$ cat config.mk
export PLATFORM = sky130hd
export DESIGN_NAME = bitty_mem_arbiter_flat
export DESIGN_NICKNAME = d
export VERILOG_FILES = /design/src/rtl/bitty_mem_arbiter_pkg.sv /design/src/rtl/bitty_mem_arbiter_if.sv /design/src/rtl/bitty_mem_arbiter_pick.sv /design/src/rtl/bitty_mem_arbiter.sv /design/src/flat_wrapper.sv
export SDC_FILE = /design/constraint.sdc
export NUM_CORES = 1
export LEC_CHECK = 0
export CORE_MARGIN = 2
export CORE_UTILIZATION = 55
export DETAILED_ROUTE_END_ITERATION = 10
export DONT_BUFFER_PORTS = 1
export PLACE_DENSITY = 0.7
export SYNTH_ARGS = -nofsm -noshare
export SYNTH_HDL_FRONTEND = slang
export SYNTH_SLANG_ARGS = --single-unit
$ cat constraint.sdc
create_clock -name clk -period 6.2 [get_ports clk]
set_input_delay 1.86 -clock clk [delete_from_list [all_inputs] [get_ports clk]]
set_output_delay 1.86 -clock clk [all_outputs]
set_load 0.01 [all_outputs]
$ cat src/rtl/bitty_mem_arbiter_pkg.sv
// -----------------------------------------------------------------------------
// bitty_defs : shared definitions for the bitty memory arbiter.
//   - FSM state encoding (IDLE/ISSUE/WAIT/DONE, 2 bits)
//   - owner encoding (OWN_IF = 0, OWN_D = 1)
//   - default widths and the wait-counter width
// No ports; imported by the arbiter, its picker and the testbench.
// -----------------------------------------------------------------------------
package bitty_defs;

  localparam int ADDR_W_DEF  = 32;
  localparam int DATA_W_DEF  = 32;
  localparam int LATENCY_DEF = 1;
  localparam int CNT_W       = 4;

  typedef enum logic [1:0] {
    S_IDLE  = 2'd0,
    S_ISSUE = 2'd1,
    S_WAIT  = 2'd2,
    S_DONE  = 2'd3
  } state_e;

  typedef enum logic {
    OWN_IF = 1'b0,
    OWN_D  = 1'b1
  } owner_e;

endpackage

$ cat src/rtl/bitty_mem_arbiter_if.sv
// -----------------------------------------------------------------------------
// bitty_mem_arbiter_if : bundle of the fetch port, the load/store port and the
// single-port memory port around the bitty arbiter.
//   slave  : arbiter view (master-port requests in, memory strobes out)
//   master : environment view (core + memory), directions reversed
// Signal names keep the arbiter-relative _i/_o suffixes on both modports.
// -----------------------------------------------------------------------------
interface bitty_mem_arbiter_if #(
  parameter int ADDR_W = 32,
  parameter int DATA_W = 32,
  parameter int SEL_W  = DATA_W / 8
) ();

  // fetch port
  logic              if_req_i;
  logic [ADDR_W-1:0] if_addr_i;
  logic [DATA_W-1:0] if_rdata_o;
  logic              if_valid_o;
  logic              if_stall_o;
  // load/store port
  logic              d_req_i;
  logic              d_we_i;
  logic [SEL_W-1:0]  d_sel_i;
  logic [ADDR_W-1:0] d_addr_i;
  logic [DATA_W-1:0] d_wdata_i;
  logic [DATA_W-1:0] d_rdata_o;
  logic              d_valid_o;
  logic              d_stall_o;
  // memory port
  logic              mem_ce_o;
  logic              mem_we_o;
  logic [SEL_W-1:0]  mem_sel_o;
  logic [ADDR_W-1:0] mem_addr_o;
  logic [DATA_W-1:0] mem_wdata_o;
  logic [DATA_W-1:0] mem_rdata_i;

  modport slave (
    input  if_req_i, if_addr_i,
    output if_rdata_o, if_valid_o, if_stall_o,
    input  d_req_i, d_we_i, d_sel_i, d_addr_i, d_wdata_i,
    output d_rdata_o, d_valid_o, d_stall_o,
    output mem_ce_o, mem_we_o, mem_sel_o, mem_addr_o, mem_wdata_o,
    input  mem_rdata_i
  );

  modport master (
    output if_req_i, if_addr_i,
    input  if_rdata_o, if_valid_o, if_stall_o,
    output d_req_i, d_we_i, d_sel_i, d_addr_i, d_wdata_i,
    input  d_rdata_o, d_valid_o, d_stall_o,
    input  mem_ce_o, mem_we_o, mem_sel_o, mem_addr_o, mem_wdata_o,
    output mem_rdata_i
  );

endinterface

$ cat src/rtl/bitty_mem_arbiter_pick.sv
// -----------------------------------------------------------------------------
// bitty_arb_pick : combinational 2-way picker.
//   if_elig_i / d_elig_i : eligible requests
//   last_owner_i         : previous winner (only with BITTY_ARB_RR_EN)
//   gnt_o                : some port is granted
//   owner_o              : which port is granted
// Macro BITTY_ARB_RR_EN selects round-robin; otherwise data beats fetch.
// -----------------------------------------------------------------------------
module bitty_arb_pick
  import bitty_defs::*;
(
  input  logic   if_elig_i,
  input  logic   d_elig_i,
`ifdef BITTY_ARB_RR_EN
  input  owner_e last_owner_i,
`endif
  output logic   gnt_o,
  output owner_e owner_o
);

  // grant selection
  always_comb begin
    gnt_o   = if_elig_i | d_elig_i;
    owner_o = OWN_D;
`ifdef BITTY_ARB_RR_EN
    if (if_elig_i && d_elig_i) begin
      // on contention, favour the port that lost last time
      owner_o = (last_owner_i == OWN_D) ? OWN_IF : OWN_D;
    end else if (if_elig_i) begin
      owner_o = OWN_IF;
    end else begin
      owner_o = OWN_D;
    end
`else
    // data belongs to an older instruction, so it always wins
    if (d_elig_i) begin
      owner_o = OWN_D;
    end else if (if_elig_i) begin
      owner_o = OWN_IF;
    end else begin
      owner_o = OWN_D;
    end
`endif
  end

endmodule

$ cat src/rtl/bitty_mem_arbiter.sv
// -----------------------------------------------------------------------------
// bitty_mem_arbiter : shares one synchronous single-port memory between the
// instruction-fetch port and the load/store port.
//   clk, rst : clock, asynchronous active-high reset
//   bus      : bitty_mem_arbiter_if.slave (fetch port, data port, memory port)
// Parameters: ADDR_W, DATA_W, LATENCY (1..15), SEL_W.
// Optional macro BITTY_ARB_RR_EN: round-robin arbitration with a last-owner
// register; without it fixed data-over-fetch priority is used.
// One transaction at a time: IDLE -> ISSUE -> (WAIT ->) DONE -> IDLE.
// -----------------------------------------------------------------------------
module bitty_mem_arbiter
  import bitty_defs::*;
#(
  parameter int ADDR_W  = ADDR_W_DEF,
  parameter int DATA_W  = DATA_W_DEF,
  parameter int LATENCY = LATENCY_DEF,
  parameter int SEL_W   = DATA_W / 8
) (
  input logic               clk,
  input logic               rst,
  bitty_mem_arbiter_if.slave bus
);

  generate
    if ((LATENCY < 1) || (LATENCY > 15)) begin : g_lat_chk
      $fatal(1, "bitty_mem_arbiter: LATENCY must be in 1..15");
    end
  endgenerate

  // reload value for the read wait counter
  localparam logic [CNT_W-1:0] LAT_M1 = CNT_W'(LATENCY - 1);

  state_e            state_q, state_d;
  logic [CNT_W-1:0]  cnt_q, cnt_d;
  owner_e            owner_q, owner_d;
  logic              ce_q, ce_d;
  logic              we_q, we_d;
  logic [SEL_W-1:0]  sel_q, sel_d;
  logic [ADDR_W-1:0] addr_q, addr_d;
  logic [DATA_W-1:0] wdata_q, wdata_d;
  logic [DATA_W-1:0] if_rdata_q, if_rdata_d;
  logic [DATA_W-1:0] d_rdata_q, d_rdata_d;
  logic              if_valid_q, if_valid_d;
  logic              d_valid_q, d_valid_d;

  logic              if_elig_s;
  logic              d_elig_s;
  logic              gnt_s;
  owner_e            pick_s;

  // a master whose valid is up this cycle has not yet dropped its request
  assign if_elig_s = bus.if_req_i & ~if_valid_q;
  assign d_elig_s  = bus.d_req_i  & ~d_valid_q;

`ifdef BITTY_ARB_RR_EN
  owner_e last_owner_q, last_owner_d;

  // last-owner register; reset value makes data win the first contention
  always_ff @(posedge clk or posedge rst) begin
    if (rst) begin
      last_owner_q <= OWN_IF;
    end else begin
      last_owner_q <= last_owner_d;
    end
  end

  // remember the winner of each grant
  always_comb begin
    last_owner_d = last_owner_q;
    if ((state_q == S_IDLE) && gnt_s) begin
      last_owner_d = pick_s;
    end else begin
      last_owner_d = last_owner_q;
    end
  end

  bitty_arb_pick u_pick (
    .if_elig_i    (if_elig_s),
    .d_elig_i     (d_elig_s),
    .last_owner_i (last_owner_q),
    .gnt_o        (gnt_s),
    .owner_o      (pick_s)
  );
`else
  bitty_arb_pick u_pick (
    .if_elig_i (if_elig_s),
    .d_elig_i  (d_elig_s),
    .gnt_o     (gnt_s),
    .owner_o   (pick_s)
  );
`endif

  // state and output registers
  always_ff @(posedge clk or posedge rst) begin
    if (rst) begin
      state_q    <= S_IDLE;
      cnt_q      <= {CNT_W{1'b0}};
      owner_q    <= OWN_IF;
      ce_q       <= 1'b0;
      we_q       <= 1'b0;
      sel_q      <= {SEL_W{1'b0}};
      addr_q     <= {ADDR_W{1'b0}};
      wdata_q    <= {DATA_W{1'b0}};
      if_rdata_q <= {DATA_W{1'b0}};
      d_rdata_q  <= {DATA_W{1'b0}};
      if_valid_q <= 1'b0;
      d_valid_q  <= 1'b0;
    end else begin
      state_q    <= state_d;
      cnt_q      <= cnt_d;
      owner_q    <= owner_d;
      ce_q       <= ce_d;
      we_q       <= we_d;
      sel_q      <= sel_d;
      addr_q     <= addr_d;
      wdata_q    <= wdata_d;
      if_rdata_q <= if_rdata_d;
      d_rdata_q  <= d_rdata_d;
      if_valid_q <= if_valid_d;
      d_valid_q  <= d_valid_d;
    end
  end

  // next-state and next-output logic
  always_comb begin
    state_d    = state_q;
    cnt_d      = cnt_q;
    owner_d    = owner_q;
    ce_d       = 1'b0;
    we_d       = we_q;
    sel_d      = sel_q;
    addr_d     = addr_q;
    wdata_d    = wdata_q;
    if_rdata_d = if_rdata_q;
    d_rdata_d  = d_rdata_q;
    if_valid_d = 1'b0;
    d_valid_d  = 1'b0;

    case (state_q)
      S_IDLE: begin
        if (gnt_s) begin
          state_d = S_ISSUE;
          ce_d    = 1'b1;
          owner_d = pick_s;
          if (pick_s == OWN_D) begin
            we_d    = bus.d_we_i;
            sel_d   = bus.d_sel_i;
            addr_d  = bus.d_addr_i;
            wdata_d = bus.d_wdata_i;
          end else begin
            // fetches are always full-word reads
            we_d    = 1'b0;
            sel_d   = {SEL_W{1'b1}};
            addr_d  = bus.if_addr_i;
            wdata_d = {DATA_W{1'b0}};
          end
        end else begin
          state_d = S_IDLE;
        end
      end

      S_ISSUE: begin
        if (we_q) begin
          state_d = S_DONE;
          if (owner_q == OWN_D) begin
            d_valid_d = 1'b1;
          end else begin
            if_valid_d = 1'b1;
          end
        end else begin
          cnt_d   = LAT_M1;
          state_d = S_WAIT;
        end
      end

      S_WAIT: begin
        // counter at zero means mem_rdata_i carries this read's data now
        if (cnt_q == {CNT_W{1'b0}}) begin
          state_d = S_DONE;
          if (owner_q == OWN_D) begin
            d_rdata_d = bus.mem_rdata_i;
            d_valid_d = 1'b1;
          end else begin
            if_rdata_d = bus.mem_rdata_i;
            if_valid_d = 1'b1;
          end
        end else begin
          cnt_d = cnt_q - 4'd1;
        end
      end

      S_DONE: begin
        state_d = S_IDLE;
      end

      default: begin
        state_d = S_IDLE;
      end
    endcase
  end

  assign bus.if_rdata_o  = if_rdata_q;
  assign bus.if_valid_o  = if_valid_q;
  assign bus.if_stall_o  = bus.if_req_i & ~if_valid_q;
  assign bus.d_rdata_o   = d_rdata_q;
  assign bus.d_valid_o   = d_valid_q;
  assign bus.d_stall_o   = bus.d_req_i & ~d_valid_q;
  assign bus.mem_ce_o    = ce_q;
  assign bus.mem_we_o    = we_q;
  assign bus.mem_sel_o   = sel_q;
  assign bus.mem_addr_o  = addr_q;
  assign bus.mem_wdata_o = wdata_q;

endmodule

$ cat src/flat_wrapper.sv
// flat-port wrapper written by rule: the top's interface ports become plain ports
module bitty_mem_arbiter_flat import bitty_defs::*;
#(
  parameter int ADDR_W  = ADDR_W_DEF,
  parameter int DATA_W  = DATA_W_DEF,
  parameter int LATENCY = LATENCY_DEF,
  parameter int SEL_W   = DATA_W / 8
)
  (clk, rst, bus_if_req_i, bus_if_addr_i, bus_if_rdata_o, bus_if_valid_o, bus_if_stall_o, bus_d_req_i, bus_d_we_i, bus_d_sel_i, bus_d_addr_i, bus_d_wdata_i, bus_d_rdata_o, bus_d_valid_o, bus_d_stall_o, bus_mem_ce_o, bus_mem_we_o, bus_mem_sel_o, bus_mem_addr_o, bus_mem_wdata_o, bus_mem_rdata_i);
  bitty_mem_arbiter_if #(.ADDR_W(ADDR_W), .DATA_W(DATA_W), .SEL_W(SEL_W)) bus_i ();
  input logic clk;
  input logic rst;
  input wire logic [$bits(bus_i.if_req_i)-1:0] bus_if_req_i;
  input wire logic [$bits(bus_i.if_addr_i)-1:0] bus_if_addr_i;
  output wire logic [$bits(bus_i.if_rdata_o)-1:0] bus_if_rdata_o;
  output wire logic [$bits(bus_i.if_valid_o)-1:0] bus_if_valid_o;
  output wire logic [$bits(bus_i.if_stall_o)-1:0] bus_if_stall_o;
  input wire logic [$bits(bus_i.d_req_i)-1:0] bus_d_req_i;
  input wire logic [$bits(bus_i.d_we_i)-1:0] bus_d_we_i;
  input wire logic [$bits(bus_i.d_sel_i)-1:0] bus_d_sel_i;
  input wire logic [$bits(bus_i.d_addr_i)-1:0] bus_d_addr_i;
  input wire logic [$bits(bus_i.d_wdata_i)-1:0] bus_d_wdata_i;
  output wire logic [$bits(bus_i.d_rdata_o)-1:0] bus_d_rdata_o;
  output wire logic [$bits(bus_i.d_valid_o)-1:0] bus_d_valid_o;
  output wire logic [$bits(bus_i.d_stall_o)-1:0] bus_d_stall_o;
  output wire logic [$bits(bus_i.mem_ce_o)-1:0] bus_mem_ce_o;
  output wire logic [$bits(bus_i.mem_we_o)-1:0] bus_mem_we_o;
  output wire logic [$bits(bus_i.mem_sel_o)-1:0] bus_mem_sel_o;
  output wire logic [$bits(bus_i.mem_addr_o)-1:0] bus_mem_addr_o;
  output wire logic [$bits(bus_i.mem_wdata_o)-1:0] bus_mem_wdata_o;
  input wire logic [$bits(bus_i.mem_rdata_i)-1:0] bus_mem_rdata_i;
  assign bus_i.if_req_i = bus_if_req_i;
  assign bus_i.if_addr_i = bus_if_addr_i;
  assign bus_if_rdata_o = bus_i.if_rdata_o;
  assign bus_if_valid_o = bus_i.if_valid_o;
  assign bus_if_stall_o = bus_i.if_stall_o;
  assign bus_i.d_req_i = bus_d_req_i;
  assign bus_i.d_we_i = bus_d_we_i;
  assign bus_i.d_sel_i = bus_d_sel_i;
  assign bus_i.d_addr_i = bus_d_addr_i;
  assign bus_i.d_wdata_i = bus_d_wdata_i;
  assign bus_d_rdata_o = bus_i.d_rdata_o;
  assign bus_d_valid_o = bus_i.d_valid_o;
  assign bus_d_stall_o = bus_i.d_stall_o;
  assign bus_mem_ce_o = bus_i.mem_ce_o;
  assign bus_mem_we_o = bus_i.mem_we_o;
  assign bus_mem_sel_o = bus_i.mem_sel_o;
  assign bus_mem_addr_o = bus_i.mem_addr_o;
  assign bus_mem_wdata_o = bus_i.mem_wdata_o;
  assign bus_i.mem_rdata_i = bus_mem_rdata_i;
  bitty_mem_arbiter #(.ADDR_W(ADDR_W), .DATA_W(DATA_W), .LATENCY(LATENCY), .SEL_W(SEL_W)) u_core (.clk(clk), .rst(rst), .bus(bus_i));
endmodule
==> results by group <==
Outcome
  • Status: finished, final reports clean

Timing
  • Final Max Slew Viols: 0
  • Ratio of final minimum period to clock period: 0.718
  • FMAX: 225 MHz
  • Final setup TNS: 0 ps
  • # setup viols final: 0
  • Post-route minimum period: 4450 ps
  • Max-Slew Margin vs Limit: 0.236
  • Worst Max-Slew Pin Slew: 1150 ps
  • RSZ-0062 raised after global routing: no
  • Final hold vios: 0
  • Max Clock Skew: 4.61 ps

Power and ir drop
  • PwrDens: around 630 nW/um^2
  • Lkg Pwr: 0.00279 uW
  • VDD IR max: 0.278 mV

Clocking
  • Clock Latency Late Sink: approximately 500 ps
  • CTS root buffer: clkbuf_8
  • Number of H-tree levels: 4
  • CTS Hold Bufs: 0
  • Post-CTS Resized: 0
  • Post-CTS Setup Repair Bufs: 0
  • Clk slew on worst S/H paths: approximately 60 ps
  • CTS buffer count: 17
  • CTS Sinks: 143
  • CTS tree: yes
  • Clock Tree Buf Depth: 2

Global routing
  • Initial antenna violation count: 0
  • GRT Total Usage: 0.216
  • Number of global-route vias before repair: approximately 3500
  • First-pass GRT wire length: 18.9 mm
  • Largest net degree at the start of global routing: 100
  • Remaining Overflow, GRT: 0

Worst hold path
  • Worst Hold Class: flip-flop to flip-flop
  • Worst hold stages: 1

Floorplan
  • Die height: 107 um
  • Ports: ~280
  • Starting density of the core: 0.569
  • Core area: about 10000 um^2
  • Die width: 107 um
  • Num rows: 37
  • DIE AREA: 11500 um^2

Routing
  • Avg WL per Cell: between 20 and 25 um
  • 1st-iter DRT viols: 141
  • DRC Markers: 0
  • DR vias: 3335
  • Via-per-instance ratio: 6.28
  • Total Wirelength: 12.3 mm
  • DRT Pass-1 Iters: 5
  • Post-DRT Antenna Nets: 0

Synthesis
  • Mapped Area: 5870 um^2
  • Ys async rst share: 1.00
  • Synth Warn #: 0
  • Synth area leaders: dfrtp_1, mux2_4, mux2_2
  • Post-Syn Instances: 386
  • Synth Register Bits: 143
  • Post-synth EDFFs: 0
  • Post-synth cell types: 41
  • Synth area leader: dfrtp_1
  • Synth Area per Inst: approximately 15 um^2
  • Area share of the largest cell type after synthesis: 0.610
  • Synth Flop Type: dfrtp_1
  • Syn nets: 529
  • Sequential area share after synthesis: 0.610

Final layout
  • Final core utilization: 0.633
  • Layout cells sized above 1: 0.352
  • P&R area growth vs syn: 11.4%
  • Final #Nets: 525
  • Ant. Diodes: 0

Place
  • Global placement routability congestion: 0.790
  • Port Buffers: 0
  • Final HPWL DP: roughly 8.5 mm

Worst setup path
  • Crit path cell chain: nor2b_2
  • Critical path class: input port to primary output
  • Worst-path cell with the longest stage delay: nor2b_2
  • WP depth: 1
  • CP required: 4340 ps
  • Critical Path Fanout Max: 21
  • Worst setup SP type: input port
  • Critical path's top delay family: simple AND/OR/NAND/NOR gates
  • Arr. time, crit path: approximately 2600 ps
  • Buf+Inv Stages, Crit Path: 0
  • Largest stage delay, worst path: between 700 and 800 ps
  • CP Capture Type: primary output
  • Cells on worst reg2reg path: 4

Run
  • Maxcap violations: 0
-- report_power, final --
part	switching (uW)	internal, uW	total [uW]
Clock	380	719	1100
Sequential	538	1380	1920
Combinational	439	640	1080
-- per-layer routing --
layer,routed length (um),up-vias,GRT usage
li1,-,1447,-
met1,4890,1676,0.271
met2,5990,191,0.341
met3,1220,21,0.0860
met4,225,0,0.0788
met5,0,-,0
-- stage by stage --
step | instances | cell area, um^2 | power, uW | setup WS, ps | hold slack (ps)
4_1_cts | 531 | 6540 | 4130 | 1780 | 531
6_report | 531 | 6540 | 4090 | 1750 | 527
2_1_floorplan | 386 | 5870 | 2810 | 502 | 467
5_1_grt | 531 | 6540 | 4320 | 1690 | 575
3_5_place_dp | 499 | 5890 | 3020 | 1770 | 524
3_3_place_gp | 499 | 5890 | 2970 | 1820 | 522
-- kinds of logic (layout without fill, tap and decap cells) --
group,after synthesis,count (layout),synth area share
adder cells (fa/ha/maj),6,6,0.0128
multiplexers,65,65,0.144
AO/OA/AOI/OAI,83,83,0.135
flip-flops,143,143,0.610
buffers and inverters,35,44,0.0377
AND/OR/NAND/NOR,54,54,0.0614
-- state kept, by name, summed over array words and instances (netlist names) --
name                    count
u_core.bus.d_rdata_o       32
u_core.bus.d_valid_o        1
u_core.bus.if_rdata_o      32
u_core.bus.if_valid_o       1
u_core.bus.mem_addr_o      32
u_core.bus.mem_ce_o         1
u_core.bus.mem_sel_o        4
u_core.bus.mem_wdata_o     32
u_core.bus.mem_we_o         1
u_core.cnt_q                4
u_core.owner_q              1
u_core.state_q              2
-- cell usage in the layout, fill, tap and decap left out, types with 2 or more instances in the layout --
cell / Yosys / final
a22o_1: 34 / 34
buf_4: 0 / 4
bufinv_16: 0 / 5
clkbuf_16: 0 / 16
clkbuf_8: 0 / 3
clkinvlp_4: 0 / 4
dfrtp_1: 143 / 143
ha_1: 6 / 6
inv_1: 7 / 6
inv_6: 0 / 3
mux2_1: 2 / 2
mux2_2: 32 / 32
mux2_4: 30 / 30
nand2_1: 4 / 4
nand3_1: 2 / 2
nand3b_1: 2 / 2
nor3b_1: 2 / 2
o21ai_0: 2 / 2
o221a_2: 32 / 32
o22a_1: 4 / 4
o311ai_0: 2 / 2
or3_1: 33 / 33
-- Yosys cell counts, drive strengths merged, types with 3 or more instances --
master / number
a22o: 34
buf: 16
clkbuf: 11
dfrtp: 143
ha: 6
inv: 8
mux2: 64
nand2: 4
nand3b: 3
nor3b: 3
o21ai: 3
o221a: 32
o22a: 4
or3: 33
-- worst reg2reg max path: stages (launching register included) --
cell	delay [ps]
dfrtp_1	440
nor2b_2	740
buf_4	360
and2_1	920
a22o_1	270
-- cell type report --
class	count	area, um^2
Fill cell	749	3780
Sequential cell	143	3580
Multi-Input combinational cell	208	2070
Clock buffer	20	445
Clock inverter	12	206
Tap cell	136	170
Inverter	8	35.0
Timing Repair Buffer	4	30.0
-- final timing paths --
check | end | slack (ps) | startpoint
min in group asynchronous | u_core.bus.mem_addr_o[8]$_DFFE_PP0P_ | 1400 | rst
hold reg to reg | u_core.bus.if_valid_o$_DFF_PP0_ | 530 | u_core.owner_q$_DFFE_PP0P_
hold / removal | u_core.bus.if_valid_o$_DFF_PP0_ | 530 | u_core.owner_q$_DFFE_PP0P_
setup reg to reg | u_core.bus.mem_wdata_o[14]$_DFFE_PP0P_ | 3410 | u_core.bus.d_valid_o$_DFF_PP0_
setup / recovery | bus_d_stall_o | 1750 | bus_d_req_i
max in group asynchronous | u_core.bus.d_rdata_o[9]$_DFFE_PP0P_ | 3680 | rst
Note: power is estimated with default switching activity, not from simulation.
